**src/rtl/jt1942_dwnld.sv**
```systemverilog
// jt1942_dwnld: download router in front of jt1942_game.
// Splits the ioctl byte stream by address. ROM bytes become masked 16-bit SDRAM
// writes with a 1-deep pending buffer. PROM bytes become one-cycle write pulses.
// Optional feature macro: JT1942_DWNLD_CHK_EN (running byte checksum on chksum).
module jt1942_dwnld #(
    parameter logic [21:0] PROM_START = 22'h3A000,
    parameter int          PROM_NUM   = 10
) (
    input  logic                clk,
    input  logic                rst_n,
    input  logic                ioctl_dwnld,
    input  logic                ioctl_wr,
    input  logic [21:0]         ioctl_addr,
    input  logic [7:0]          ioctl_data,
    output logic [21:0]         sdram_addr,
    output logic [15:0]         sdram_data,
    output logic [1:0]          sdram_mask,
    output logic                sdram_we,
    input  logic                sdram_rdy,
    output logic [7:0]          prog_addr,
    output logic [3:0]          prog_din,
    output logic [PROM_NUM-1:0] prom_we,
    output logic                downloading,
    output logic                overflow,
    output logic [15:0]         chksum
);

    typedef enum logic {ST_IDLE, ST_REQ} state_t;

    localparam logic [21:0] PROM_SPAN = 22'(PROM_NUM * 256);
    localparam logic [PROM_NUM-1:0] PROM_ONE = {{(PROM_NUM-1){1'b0}}, 1'b1};

    state_t              r_state;
    logic [21:0]         r_addr;
    logic [15:0]         r_data;
    logic [1:0]          r_mask;
    logic                r_we;
    logic                r_pendValid;
    logic [21:0]         r_pendAddr;
    logic [15:0]         r_pendData;
    logic [1:0]          r_pendMask;
    logic                r_overflow;
    logic [7:0]          r_progAddr;
    logic [3:0]          r_progDin;
    logic [PROM_NUM-1:0] r_promWe;
    logic                r_downloading;
    logic                r_dwnldLast;

    logic [21:0]         w_off;
    logic                w_belowProm;
    logic                w_isRom;
    logic                w_isProm;
    logic [3:0]          w_promSel;
    logic [21:0]         w_romAddr;
    logic [15:0]         w_romData;
    logic [1:0]          w_romMask;
    logic                w_drop;
    logic                w_dwnldRise;

    // Address decode of the incoming byte
    assign w_off       = ioctl_addr - PROM_START;
    assign w_belowProm = ioctl_addr < PROM_START;
    assign w_isRom     = ioctl_wr && w_belowProm;
    assign w_isProm    = ioctl_wr && !w_belowProm && (w_off < PROM_SPAN);
    assign w_promSel   = w_off[11:8];
    assign w_romAddr   = {1'b0, ioctl_addr[21:1]};
    assign w_romData   = {ioctl_data, ioctl_data};
    assign w_romMask   = ioctl_addr[0] ? 2'b01 : 2'b10;
    assign w_drop      = w_isRom && (r_state == ST_REQ) && !sdram_rdy && r_pendValid;
    assign w_dwnldRise = ioctl_dwnld && !r_dwnldLast;

    // ROM path: SDRAM request FSM with a 1-deep pending buffer and sticky overflow
    always_ff @(posedge clk or negedge rst_n) begin
        if (!rst_n) begin
            r_state     <= ST_IDLE;
            r_addr      <= '0;
            r_data      <= '0;
            r_mask      <= '0;
            r_we        <= 1'b0;
            r_pendValid <= 1'b0;
            r_pendAddr  <= '0;
            r_pendData  <= '0;
            r_pendMask  <= '0;
            r_overflow  <= 1'b0;
        end else begin
            case (r_state)
                ST_IDLE: begin
                    if (w_isRom) begin
                        r_addr  <= w_romAddr;
                        r_data  <= w_romData;
                        r_mask  <= w_romMask;
                        r_we    <= 1'b1;
                        r_state <= ST_REQ;
                    end
                end
                ST_REQ: begin
                    if (sdram_rdy) begin
                        if (r_pendValid) begin
                            r_addr <= r_pendAddr;
                            r_data <= r_pendData;
                            r_mask <= r_pendMask;
                            if (w_isRom) begin
                                r_pendAddr <= w_romAddr;
                                r_pendData <= w_romData;
                                r_pendMask <= w_romMask;
                            end else begin
                                r_pendValid <= 1'b0;
                            end
                        end else if (w_isRom) begin
                            r_addr <= w_romAddr;
                            r_data <= w_romData;
                            r_mask <= w_romMask;
                        end else begin
                            r_we    <= 1'b0;
                            r_state <= ST_IDLE;
                        end
                    end else if (w_isRom) begin
                        if (!r_pendValid) begin
                            r_pendValid <= 1'b1;
                            r_pendAddr  <= w_romAddr;
                            r_pendData  <= w_romData;
                            r_pendMask  <= w_romMask;
                        end else begin
                            r_overflow <= 1'b1;
                        end
                    end
                end
                default: r_state <= ST_IDLE;
            endcase
        end
    end

    // PROM path: one-cycle one-hot write pulse with held address and nibble
    always_ff @(posedge clk or negedge rst_n) begin
        if (!rst_n) begin
            r_promWe   <= '0;
            r_progAddr <= '0;
            r_progDin  <= '0;
        end else begin
            r_promWe <= w_isProm ? (PROM_ONE << w_promSel) : '0;
            if (w_isProm) begin
                r_progAddr <= w_off[7:0];
                r_progDin  <= ioctl_data[3:0];
            end
        end
    end

    // Downloading flag: set on loader start, cleared once the loader stops and all writes retire
    always_ff @(posedge clk or negedge rst_n) begin
        if (!rst_n) begin
            r_dwnldLast   <= 1'b0;
            r_downloading <= 1'b0;
        end else begin
            r_dwnldLast <= ioctl_dwnld;
            if (w_dwnldRise) begin
                r_downloading <= 1'b1;
            end else if (!ioctl_dwnld && (r_state == ST_IDLE) && !r_pendValid) begin
                r_downloading <= 1'b0;
            end
        end
    end

`ifdef JT1942_DWNLD_CHK_EN
    logic [15:0] r_chksum;
    logic [15:0] w_chkBase;

    assign w_chkBase = w_dwnldRise ? 16'h0 : r_chksum;

    // Running sum of every accepted byte, restarted when a download begins
    always_ff @(posedge clk or negedge rst_n) begin
        if (!rst_n) begin
            r_chksum <= '0;
        end else if (ioctl_wr && !w_drop) begin
            r_chksum <= w_chkBase + {8'h0, ioctl_data};
        end else begin
            r_chksum <= w_chkBase;
        end
    end

    assign chksum = r_chksum;
`else
    assign chksum = 16'h0;
`endif

    assign sdram_addr  = r_addr;
    assign sdram_data  = r_data;
    assign sdram_mask  = r_mask;
    assign sdram_we    = r_we;
    assign prog_addr   = r_progAddr;
    assign prog_din    = r_progDin;
    assign prom_we     = r_promWe;
    assign downloading = r_downloading;
    assign overflow    = r_overflow;

endmodule
```
**config.mk**
```make
export PLATFORM = sky130hd
export DESIGN_NAME = jt1942_dwnld
export DESIGN_NICKNAME = d
export VERILOG_FILES = /design/src/rtl/jt1942_dwnld.sv
export SDC_FILE = /design/constraint.sdc
export NUM_CORES = 1
export LEC_CHECK = 0
export BUFFER_PORTS_ARGS = -buffer_cell sky130_fd_sc_hd__buf_2
export CORE_MARGIN = 2
export CORE_UTILIZATION = 52
export CTS_BUF_LIST = sky130_fd_sc_hd__clkbuf_4 sky130_fd_sc_hd__clkbuf_8 sky130_fd_sc_hd__clkbuf_16
export CTS_CLUSTER_SIZE = 20
export DETAILED_ROUTE_END_ITERATION = 16
export HOLD_SLACK_MARGIN = 0.03
export PLACE_DENSITY_LB_ADDON = 0.3
export SYNTH_ARGS = -nofsm -noshare
export SYNTH_HDL_FRONTEND = slang
export SYNTH_SLANG_ARGS = --single-unit
```
**constraint.sdc**
```tcl
create_clock -name clk -period 2 [get_ports clk]
set_input_delay 0.2 -clock clk [delete_from_list [all_inputs] [get_ports clk]]
set_output_delay 0.2 -clock clk [all_outputs]
set_load 0.01 [all_outputs]
```
==> reports/results.ini, run 1 <==
[status]
status=complete, no violations

[clocking]
cts_tree=built
cts_sinks=99
insertion_delay_ns=0.35
clkTransAtPathRegs_ns=0.10
hold_buffers=2
root_buffer=clkbuf_8
htree_levels=3
cts_setup_buffers=0
cts_buffers=9
cts_resized=0
clockBufferDepth=2

[sta]
setup-violations-final=0
fmax_mhz=584
period_share_pct=85.7
hold_viol_final=0
slew_viol_final=0
finalClockSkew_ns=0.00738
tns_ns=0
min_period_ns=1.71
rsz0062_at_grt=no
layout_setup_ws_ns=0.287

[logic_synthesis]
synth_cell_types=43
synth_area_um2=4270
synth-seq-cells=99
synth_ff_type=dfrtp_1
yosys_warnings=0
syn_area_per_cell_um2=12.6
synth_edf_count=0
synthArstFlopShare_pct=100
synthCells=338
synth-seq-area-share_pct=58.0

[floorplan]
fp-row-count=33
io_pins=116
die_x_um=94.6
core_um2=8090
start_util_pct=52.8
die_h_um=94.6
dieArea_um2=8960

[drt]
drt.antenna.violating_nets=0
routed_wl_um=8670
via_count=2937
drt-initial-drc-count=113
wl_per_cell_um=15.6
drc_errors=0
drt_first_pass_iters=4
viasPerCell=5.28

[placement]
post-place-ws_ns=-0.0907
post-dp-hpwl_um=6120
routabilityCongestion=0.829
portBuffers=99

[layout]
layout_common_cells=dfrtp_1 (99), buf_2 (98), nand2_1 (50)
synthToLayoutAreaGrowth_pct=21.2
antenna_cells=0
fill_cells=684
fin_nets=482
final_common_cell=dfrtp_1
layout-drive-gt1-share_pct=42.6

[pwr]
total_power_mw=5.85
p_leak_nw=2.87
power_density_nw_per_um2=1130
irDropWorstVdd_v=0.000695

[worst_setup_path]
arrival_ns=1.96
r2r_setup_slack_ns=0.44
timing.rr.start=r_pendValid
cp_max_fo=12
worstRegToRegCells=4
critPathCaptureType=flop
crit_cells=8
cpLargestDelayFamily=simple AND/OR/NAND/NOR gates
rr_endpoint=sdram_addr[13]
worstSetupStartpointType=input pin
path_cells=buf_2, inv_1, ha_1, or4b_1, a22oi_2, nand4_2, buf_12, mux2_4
cp.required_ns=2.24
cp.buffers_inverters=3
slowest_delay_ns=0.46
cp_slowest_cell=or4b_1
critPathKind=in -> reg

[global_routing]
grt_pass1_vias=2918
grt_pass1_wl_um=14200
overflow=0
antenna_found_initial=0
grt_max_degree=59
track_usage_pct=20.5

[job]
maxCapViolCount=0

[worst_hold_path]
whs_path_depth=2
min_delay_worst_endpoint=sdram_data[13]
hp-class=in -> reg
hp-start=ioctl_data[5]

kinds of logic after synthesis:
group | Yosys count | share of synthesized area, %
AO/OA/AOI/OAI | 38 | 7.47
XOR/XNOR | 1 | 0.205
adder cells (fa/ha/maj) | 1 | 0.293
buffers and inverters | 41 | 5.62
flip-flops | 99 | 58.0
multiplexers | 56 | 15.6
other | 1 | 0.0878
AND/OR/NAND/NOR | 101 | 12.7
synthesized netlist by cell type (4+ instances only):
library cell   n  area [um2]
mux2_2        40         450
buf_4         19         143
a221o_1       18         180
nor3_1         5        25.0
buf_2          5        25.0
nor2b_1        4        25.0
a21o_1         4        30.0
dfrtp_1       99        2480
nor4_1         5        31.3
o21ai_0        6        30.0
and3_1        15        93.8
inv_1          5        18.8
mux2_4        10         150
nand2_1       50         188
mux2_1         6        67.6
clkbuf_1      10        37.5
nor2_1         4        15.0
nand2b_1       5        31.3
power by group:
| part | switching [mW] | total (mW) | internal [mW] |
|---|---|---|---|
| logic | 0.860 | 1.69 | 0.835 |
| clock network | 0.693 | 1.40 | 0.711 |
| registers | 0.267 | 2.75 | 2.48 |
through the flow:
stage                     std cells  utilization [%]  hold slack, ns  area (um2)
after global placement          538             61.0          0.0324        4940
final                           556             64.0          0.0898        5180
after detailed placement        538             61.0          0.0328        4940
after CTS                       556             64.0          0.0775        5180
after global routing            556             64.0          0.0772        5180
after floorplan                 353                -         -0.0956        4330
layer usage:
| metal | wire length [um] | part of all wire, % | vias to the layer above | track usage, % |
|---|---|---|---|---|
| li1 | - | - | 1368 | - |
| met1 | 3700 | 43 | 1474 | 26.5 |
| met2 | 4390 | 51 | 84 | 34.6 |
| met3 | 418 | 4.8 | 11 | 3.35 |
| met4 | 166 | 1.9 | 0 | 8.21 |
| met5 | 0 | 0 | - | 0 |
worst max-delay path by stage:
stage / from / to / slack (ns)
6_report: ioctl_addr[13] / prog_addr[2] / 0.29
5_1_grt: ioctl_addr[13] / prog_addr[1] / 0.22
2_1_floorplan: ioctl_addr[13] / prog_addr[0] / 0.15
4_1_cts: ioctl_addr[13] / prog_din[3] / 0.30
3_5_place_dp: ioctl_addr[13] / prog_addr[2] / -0.09
3_3_place_gp: ioctl_addr[13] / prog_din[0] / -0.03
state kept, by name, indices dropped and copies added (netlist names):
register     count
sdram_addr      22
r_pendMask       2
r_pendData       8
prog_addr        8
downloading      1
r_pendValid      1
r_state          1
sdram_mask       2
overflow         1
sdram_we         1
r_dwnldLast      1
prom_we         10
r_pendAddr      21
sdram_data      16
prog_din         4
cell type report:
type / count / area (um2) / area share (%)
flip-flops and latches: 99 / 2480 / 47.8
multi-input cells: 213 / 1620 / 31.3
repair buffers: 118 / 708 / 13.7
well taps: 105 / 131 / 2.54
clock buffers: 9 / 124 / 2.39
clock inverters: 7 / 97.6 / 1.88
inverters: 5 / 18.8 / 0.362
No activity file was read; power rests on OpenSTA's default activity.
==> run 2: changes to the inputs <==
- CORE_UTILIZATION: 52 -> 50
==> run 2 against run 1 <==
Clock power is 11% lower. Flip-flop and latch count is the same. Critical path depth stayed put. Non-clock buffer count up 2. Clock-buffer cell count did not move. Largest cell class unchanged. Highest routed layer unchanged.
==> reports/results.ini, run 2 (synthesized netlist as in run 1, its figures left out) <==
[job]
maxCapViolCount=0  ; unchanged

[global_routing]
grt_pass1_wl_um=14100  ; -0.44%
antenna_found_initial=0  ; unchanged
overflow=0  ; unchanged
grt_max_degree=42  ; -29%
grt_pass1_vias=2950  ; +1.1%
track_usage_pct=20.1  ; -0.46 points

[drt]
drt.antenna.violating_nets=0  ; unchanged
via_count=2982  ; +1.5%
routed_wl_um=8660  ; -0.13%
drt_first_pass_iters=4  ; unchanged
wl_per_cell_um=15.5  ; -0.48%
viasPerCell=5.34  ; +1.2%
drt-initial-drc-count=156  ; +38%
drc_errors=0  ; unchanged

[floorplan]
fp-row-count=33  ; unchanged
start_util_pct=51.7  ; -1.1 points
die_x_um=96.4  ; +1.9%
die_h_um=96.4  ; +1.9%
dieArea_um2=9300  ; +3.8%
core_um2=8260  ; +2.0%
io_pins=116  ; unchanged

[worst_setup_path]
slowest_delay_ns=0.47  ; about the same
critPathCaptureType=flop
arrival_ns=2.00  ; +0.04 ns
cp_slowest_cell=or4b_1
worstSetupStartpointType=input pin
rr_endpoint=sdram_addr[9]
timing.rr.start=r_state
cp_max_fo=10  ; -2
endpoint=prom_we[1]
crit_start=ioctl_addr[13]
path_cells=buf_2, inv_1, ha_1, or4b_1, a22oi_2, buf_4, nand4_2, nor4_1
critPathKind=in -> reg
cp.required_ns=2.27  ; +0.03 ns
worstRegToRegCells=4  ; unchanged
r2r_setup_slack_ns=0.39  ; -0.05 ns

[layout]
fill_cells=673  ; -1.6%
fin_util_pct=62.6  ; -1.4 points
final_common_cell=dfrtp_1
antenna_cells=0  ; unchanged
synthToLayoutAreaGrowth_pct=20.9
largest_register_ff_count=22  ; unchanged
layout-drive-gt1-share_pct=42.8  ; +0.25 points
layout_common_cells=dfrtp_1 (99), buf_2 (98), nand2_1 (50)
fin_nets=484  ; +0.41%

[worst_hold_path]
hp-class=in -> reg
hp-start=ioctl_addr[7]

[clocking]
clockBufferDepth=2  ; unchanged
clkTransAtPathRegs_ns=0.10  ; about the same
hold_buffers=2  ; unchanged
cts_setup_buffers=0  ; unchanged
htree_levels=3  ; unchanged
cts_resized=0  ; unchanged
cts_buffers=9  ; unchanged
cts_sinks=99  ; unchanged
cts_tree=built
root_buffer=clkbuf_8
insertion_delay_ns=0.37  ; +0.02 ns

[pwr]
total_power_mw=5.69  ; -2.6%
p_seq_share_pct=48.1  ; +1.1 points
power_density_nw_per_um2=1100  ; -2.4%
irDropWorstVdd_v=0.000589  ; -15%
clock_power_share_pct=22.0  ; -2.0 points
p_leak_nw=2.87  ; +0.13%
power.net_switching_mw=1.89  ; +3.7%
comb_power_share_pct=29.9  ; +0.9 points
swShare_pct=33.2  ; +2.0 points
p_int_mw=3.81  ; -5.5%

[status]
status=complete, no violations

[sta]
rsz0062_at_grt=no
slew_viol_final=0  ; unchanged
hold_slack_ns=0.0803  ; -0.00951 ns
period_share_pct=86.5  ; +0.82 points
hold_viol_final=0  ; unchanged
min_period_ns=1.73  ; +0.0164 ns
layout_setup_ws_ns=0.270  ; -0.0164 ns
tns_ns=0  ; unchanged
setup-violations-final=0  ; unchanged
fmax_mhz=578  ; -0.95%
finalClockSkew_ns=0.00912  ; +0.00174 ns

[placement]
post-dp-hpwl_um=6120  ; about the same
routabilityCongestion=0.838  ; +1.1%
post-place-ws_ns=-0.130  ; -0.0392 ns
portBuffers=99  ; unchanged

run 2: critical path: cells and delay by family:
kind,cells,cell delay [ns]
adders and majority gates,1,0.20
buffers and inverters,3,0.31
AOI/OAI and AO/OA,1,0.23
and+or+nand+nor,3,1.05
run 2: how the worst min path moves through the flow:
| stage | end | slack (ns) | cells past startpoint |
|---|---|---|---|
| 3_5_place_dp | sdram_addr[14] | 0.17 | 1 |
| 3_3_place_gp | sdram_addr[14] | 0.17 | 1 |
| 2_1_floorplan | downloading | -0.1 | 0 |
| 5_1_grt | sdram_data[15] | 0.06 | 2 |
| 4_1_cts | r_pendData[7] | 0.07 | 2 |
| 6_report | r_pendAddr[6] | 0.08 | 2 |
run 2: stage by stage:
stage | cells | cell area (um2)
finish | 558 | 5170
global route | 558 | 5170
CTS | 558 | 5170
detailed placement | 540 | 4950
global placement | 540 | 4950
floorplan | 353 | 4330
run 2: per-layer routing:
metal	track usage [%]	part of all wire, %
met2	31.7	49
met4	9.74	2.1
met5	0	0
met3	3.57	4.1
met1	27.0	45
run 2: final cells by class:
cell class / count / area (um2) / share of cell area (%)
Clock inverter: 7 / 68.8 / 1.33
Multi-Input combinational cell: 213 / 1620 / 31.4
Sequential cell: 99 / 2480 / 48.0
Clock buffer: 9 / 124 / 2.40
Tap cell: 105 / 131 / 2.54
Timing Repair Buffer: 120 / 723 / 14.0
Inverter: 5 / 18.8 / 0.363
run 2: power by group through the flow:
stage | combinational [mW] | clock (mW) | sequential (mW)
floorplan | 0.866 | 0 | 2.91
global placement | 1.69 | 0 | 2.76
detailed placement | 1.73 | 0 | 2.78
CTS | 1.73 | 1.29 | 2.74
global route | 1.89 | 1.37 | 2.80
finish | 1.70 | 1.25 | 2.74
